$ cat config.mk
export PLATFORM = sky130hd
export DESIGN_NAME = ripple_carry_adder_16bit
export DESIGN_NICKNAME = d
export VERILOG_FILES = /design/src/rtl/ripple_carry_adder_16bit.sv
export SDC_FILE = /design/constraint.sdc
export NUM_CORES = 1
export LEC_CHECK = 0
export BUFFER_PORTS_ARGS = -buffer_cell sky130_fd_sc_hd__buf_2
export CELL_PAD_IN_SITES_DETAIL_PLACEMENT = 0
export CELL_PAD_IN_SITES_GLOBAL_PLACEMENT = 1
export CORE_MARGIN = 2
export CORE_UTILIZATION = 33
export DETAILED_ROUTE_END_ITERATION = 8
export GPL_TIMING_DRIVEN = 0
export HOLD_SLACK_MARGIN = 0.1
export PLACE_DENSITY = 0.81
export SLEW_MARGIN = 20
export SYNTH_ARGS = -nofsm -noshare
export SYNTH_HDL_FRONTEND = slang
export SYNTH_SLANG_ARGS = --single-unit
$ cat constraint.sdc
create_clock -name clk -period 7.8 [get_ports clk]
set_input_delay 0.78 -clock clk [delete_from_list [all_inputs] [get_ports clk]]
set_output_delay 0.78 -clock clk [all_outputs]
set_load 0.01 [all_outputs]
$ cat src/rtl/ripple_carry_adder_16bit.sv
// Registered 16-bit ripple-carry adder (explicit full-adder chain, one cycle latency).
// Define RCA16_OVERFLOW_EN to add a registered signed-overflow output.
module ripple_carry_adder_16bit (
    input  logic        clk,
    input  logic        rst_n,
    input  logic        in_valid,
    input  logic [15:0] in1,
    input  logic [15:0] in2,
    input  logic        c_in,
    output logic [15:0] sum,
    output logic        c_out,
`ifdef RCA16_OVERFLOW_EN
    output logic        overflow,
`endif
    output logic        out_valid
);

    logic [16:0] c;
    logic [15:0] s;

    // Carry ripples bit 0 -> bit 15 through one full-adder cell per bit.
    always_comb begin
        c    = '0;
        s    = '0;
        c[0] = c_in;
        for (int i = 0; i < 16; i++) begin
            s[i]   = in1[i] ^ in2[i] ^ c[i];
            c[i+1] = (in1[i] & in2[i]) | (in1[i] & c[i]) | (in2[i] & c[i]);
        end
    end

    always_ff @(posedge clk) begin
        if (!rst_n) begin
            sum       <= 16'h0000;
            c_out     <= 1'b0;
            out_valid <= 1'b0;
        end else if (in_valid) begin
            sum       <= s;
            c_out     <= c[16];
            out_valid <= 1'b1;
        end else begin
            out_valid <= 1'b0;
        end
    end

`ifdef RCA16_OVERFLOW_EN
    // Signed overflow: carry into the sign bit differs from carry out of it.
    always_ff @(posedge clk) begin
        if (!rst_n) begin
            overflow <= 1'b0;
        end else if (in_valid) begin
            overflow <= c[15] ^ c[16];
        end
    end
`endif

endmodule

==> impl_results.html <==
<table>
<tr><th>Metric</th><th>Value</th></tr>
<tr><th colspan="2">Setup path</th></tr>
<tr><td>Endpoint kind of the worst setup timing path</td><td>register</td></tr>
<tr><td>Delay of the slowest cell on the worst path</td><td>430 ps</td></tr>
<tr><td>Critical Path Start Type</td><td>input port</td></tr>
<tr><td>Critical path's top delay family</td><td>adder cells</td></tr>
<tr><td>Number of buffer and inverter instances along the worst setup path</td><td>4</td></tr>
<tr><td>Cell-by-cell listing of the critical path</td><td>buf_2 &gt; inv_1 &gt; fa_1 &gt; inv_1 &gt; fa_1 &gt; fa_1 &gt; fa_1 &gt; fa_1 &gt; fa_1 &gt; fa_1 &gt; fa_1 &gt; fa_1 &gt; fa_1 &gt; fa_1 &gt; fa_1 &gt; fa_1 &gt; fa_1 &gt; fa_1 &gt; inv_1 &gt; fa_1 &gt; nand2_1 &gt; o211a_1</td></tr>
<tr><td>Critical Path Fanout Max</td><td>1</td></tr>
<tr><td>Slowest cell on the critical path</td><td>fa_1</td></tr>
<tr><td>Most frequent cell on the critical path</td><td>fa_1</td></tr>
<tr><td>Worst endpoint required time</td><td>8050 ps</td></tr>
<tr><td>CP Data Arrival Time</td><td>7390 ps</td></tr>
<tr><td>Type of the worst setup path</td><td>input port to register</td></tr>
<tr><th colspan="2">Detailed routing</th></tr>
<tr><td>Via density per instance</td><td>4.43</td></tr>
<tr><td>Number of routed nets with antenna violations</td><td>0</td></tr>
<tr><td>Via Count</td><td>745</td></tr>
<tr><td>DRC</td><td>0</td></tr>
<tr><td>Number of detailed-routing iterations run before antenna repair</td><td>2</td></tr>
<tr><td>Detailed-route wire length per cell</td><td>11.9 um</td></tr>
<tr><td>Starting DRT DRC Count</td><td>8</td></tr>
<tr><td>Final Routed Wirelength</td><td>2010 um</td></tr>
<tr><th colspan="2">Timing</th></tr>
<tr><td>Post-route clock period utilization</td><td>91.5%</td></tr>
<tr><td>Setup violations, final</td><td>0</td></tr>
<tr><td>Worst Clk Skew</td><td>0 ps</td></tr>
<tr><td>Hold WS</td><td>488 ps</td></tr>
<tr><td>Highest achievable clock rate</td><td>0.140 GHz</td></tr>
<tr><td>Time the final worst path needs with I/O delays and setup</td><td>7140 ps</td></tr>
<tr><td>Unrepaired setup endpoints after global routing</td><td>false</td></tr>
<tr><td>Worst path setup slack after routing</td><td>661 ps</td></tr>
<tr><td>Max Slew Vio Count</td><td>0</td></tr>
<tr><td>Count of final hold-check violations</td><td>0</td></tr>
<tr><td>Rel. slew slack</td><td>90.8%</td></tr>
<tr><td>TNS Setup</td><td>0 ps</td></tr>
<tr><td>Transition at the pin with the smallest max-transition slack</td><td>135 ps</td></tr>
<tr><th colspan="2">Clock network</th></tr>
<tr><td>Num CTS Buffers</td><td>3</td></tr>
<tr><td>Clock tree from TritonCTS</td><td>done</td></tr>
<tr><td>Clk slew on worst S/H paths</td><td>100 ps</td></tr>
<tr><td>Number of clock sinks seen by CTS</td><td>18</td></tr>
<tr><td>Number of post-CTS setup repair buffers</td><td>0</td></tr>
<tr><td>Hold_buf cts</td><td>0</td></tr>
<tr><td>Root Buffer</td><td>clkbuf_4</td></tr>
<tr><td>Insertion delay of the later-clocked pin in the worst-skew pair</td><td>290 ps</td></tr>
<tr><td>Deepest level of the CTS H-tree</td><td>1</td></tr>
<tr><td>Buffers from clock root to sink, at most</td><td>2</td></tr>
<tr><td>Count of cells resized by post-cts repair</td><td>0</td></tr>
<tr><th colspan="2">Power</th></tr>
<tr><td>Proportion of power drawn by combinational gates</td><td>29.6%</td></tr>
<tr><td>Power share of the clock group</td><td>21.5%</td></tr>
<tr><td>Switching power total</td><td>0.0642 mW</td></tr>
<tr><td>Cell Int Power</td><td>0.153 mW</td></tr>
<tr><td>Worst vdd ir</td><td>0.0000828 V</td></tr>
<tr><td>Power density normalized to cell area</td><td>162 nW/um2</td></tr>
<tr><td>Sequential power share</td><td>48.9%</td></tr>
<tr><td>P_leak</td><td>0.707 nW</td></tr>
<tr><td>Switching share of power</td><td>29.6%</td></tr>
<tr><th colspan="2">Final layout</th></tr>
<tr><td>Fin util</td><td>45.0%</td></tr>
<tr><td>Fraction of final layout cells sized beyond drive strength 1</td><td>43.7%</td></tr>
<tr><td>Syn-to-layout area delta</td><td>32.6%</td></tr>
<tr><td>Total number of nets in the final design</td><td>189</td></tr>
<tr><td>Diode count</td><td>0</td></tr>
<tr><td>Filler instances</td><td>307</td></tr>
<tr><td>Non-filler instance count after layout</td><td>168</td></tr>
<tr><th colspan="2">Logic synthesis</th></tr>
<tr><td>Count of unique library cells instantiated by Yosys</td><td>10</td></tr>
<tr><td>Synth Cell Area</td><td>1010 um2</td></tr>
<tr><td>Post-Syn Nets</td><td>131</td></tr>
<tr><td>Count of synthesis-stage warnings from yosys</td><td>0</td></tr>
<tr><td>Most area-hungry cell type in the Yosys netlist</td><td>dfxtp_1</td></tr>
<tr><td>Avg Synthesized Cell Area</td><td>12.8 um2</td></tr>
<tr><td>Cell types occupying the most area after synthesis</td><td>dfxtp_1, fa_1, mux2i_1, nor2b_1, o211a_1</td></tr>
<tr><td>Sequential area share after synthesis</td><td>35.7%</td></tr>
<tr><td>Number of storage elements in the synthesis netlist</td><td>18</td></tr>
<tr><td>Proportion of netlist area held by the largest area contributor</td><td>35.7%</td></tr>
<tr><td>Synthesized netlist cell count</td><td>79</td></tr>
<tr><th colspan="2">Global route</th></tr>
<tr><td>First-pass GRT wire length</td><td>3370 um</td></tr>
<tr><td>Total global routing overflow</td><td>0</td></tr>
<tr><td>Vias in the first global route</td><td>787</td></tr>
<tr><td>Maximum number of pins on one net before global-route repair</td><td>11</td></tr>
<tr><td>Initial antenna violation count</td><td>0</td></tr>
<tr><td>GRT Util Overall</td><td>12.6%</td></tr>
<tr><th colspan="2">Placed design</th></tr>
<tr><td>Post-Place Worst Slack</td><td>275 ps</td></tr>
<tr><td>Cells after DPL</td><td>165</td></tr>
<tr><td>Number of buffers added on ports</td><td>53</td></tr>
<tr><td>HPWL after DPL</td><td>1720 um</td></tr>
<tr><td>Weighted congestion at the end of routability-driven global placement</td><td>0.683</td></tr>
<tr><th colspan="2">Status</th></tr>
<tr><td>Result of the run</td><td>complete, no violations</td></tr>
<tr><th colspan="2">Floorplan</th></tr>
<tr><td>Chip Width</td><td>59.3 um</td></tr>
<tr><td>Row count</td><td>20</td></tr>
<tr><td>Area of the die</td><td>3520 um2</td></tr>
<tr><td>Count of boundary I/O pins</td><td>54</td></tr>
<tr><td>Floorplan core area</td><td>2980 um2</td></tr>
<tr><td>Starting Density</td><td>33.9%</td></tr>
<tr><td>Die Y</td><td>59.3 um</td></tr>
<tr><th colspan="2">Job</th></tr>
<tr><td>Max-cap violations</td><td>0</td></tr>
<tr><th colspan="2">Min path</th></tr>
<tr><td>Min-Delay Path Class</td><td>register to register</td></tr>
</table>
## cell families after synthesis
family / share of synthesized area, %
AOI/OAI and AO/OA: 2.97
adders and majority gates: 31.7
buffers and inverters: 5.33
muxes: 13.9
and+or+nand+nor: 10.4
DFF: 35.7
## final cells by class
| type | count | area, um2 | area share (%) |
|---|---|---|---|
| clock buffer | 3 | 22.5 | 1.68 |
| tap | 33 | 41.3 | 3.08 |
| sequential | 18 | 360 | 26.9 |
| multi-input combinational | 51 | 596 | 44.5 |
| timing repair buffer | 53 | 265 | 19.8 |
| inverter | 7 | 26.3 | 1.96 |
| buffer | 3 | 27.5 | 2.06 |
## worst register-to-register path, cell delays in order, from the launching register on
cell and delay, ps:
dfxtp_1 330, mux2i_1 130, nor2b_1 60
## metrics by stage
step / power [mW] / instance area, um2
2_1_floorplan: 0.145 / 1010
3_3_place_gp: 0.171 / 1320
3_5_place_dp: 0.174 / 1320
4_1_cts: 0.221 / 1340
5_1_grt: 0.233 / 1340
6_report: 0.217 / 1340
## power groups by stage
stage / registers (mW) / logic (mW) / clock network, mW
after floorplan: 0.113 / 0.0317 / 0
after global placement: 0.108 / 0.0636 / 0
after global routing: 0.107 / 0.0732 / 0.0526
final: 0.106 / 0.0642 / 0.0467
after CTS: 0.106 / 0.0661 / 0.0487
after detailed placement: 0.108 / 0.0659 / 0
## synth_stat cells
library cell / instances
fa_1: 16
dfxtp_1: 18
nor2b_1: 14
clkbuf_2: 1
inv_1: 7
nand2_1: 3
o211a_1: 3
and2_1: 1
buf_6: 2
mux2i_1: 14
## cell usage in the layout, fill, tap and decap left out
cell type / synthesis / routed
buf_2: 0 / 53
dfxtp_1: 18 / 18
fa_1: 16 / 16
mux2i_1: 14 / 14
nor2b_1: 14 / 14
inv_1: 7 / 7
nand2_1: 3 / 3
o211a_1: 3 / 3
clkbuf_4: 0 / 3
buf_6: 2 / 2
clkbuf_2: 1 / 1
and2_1: 1 / 1
## state kept, by name, indices dropped and copies added (netlist names)
name and count:
out_valid 1, sum 16, c_out 1
## routing by layer
layer / routed length (um) / global-route usage (%)
met5: 0 / 0
met4: 0 / 0.974
met3: 191 / 4.80
met2: 1010 / 22.6
met1: 804 / 14.8
## final timing paths
kind	cells after the start	slack (ps)	endpoint	startpoint
min	1	490	c_out$_SDFFE_PN0P_	c_out$_SDFFE_PN0P_
max reg2reg	2	7190	sum[10]$_SDFFE_PN0P_	sum[10]$_SDFFE_PN0P_
max	22	660	sum[15]$_SDFFE_PN0P_	in1[0]
min reg2reg	1	490	c_out$_SDFFE_PN0P_	c_out$_SDFFE_PN0P_
Note: power is estimated with default switching activity, not from simulation.
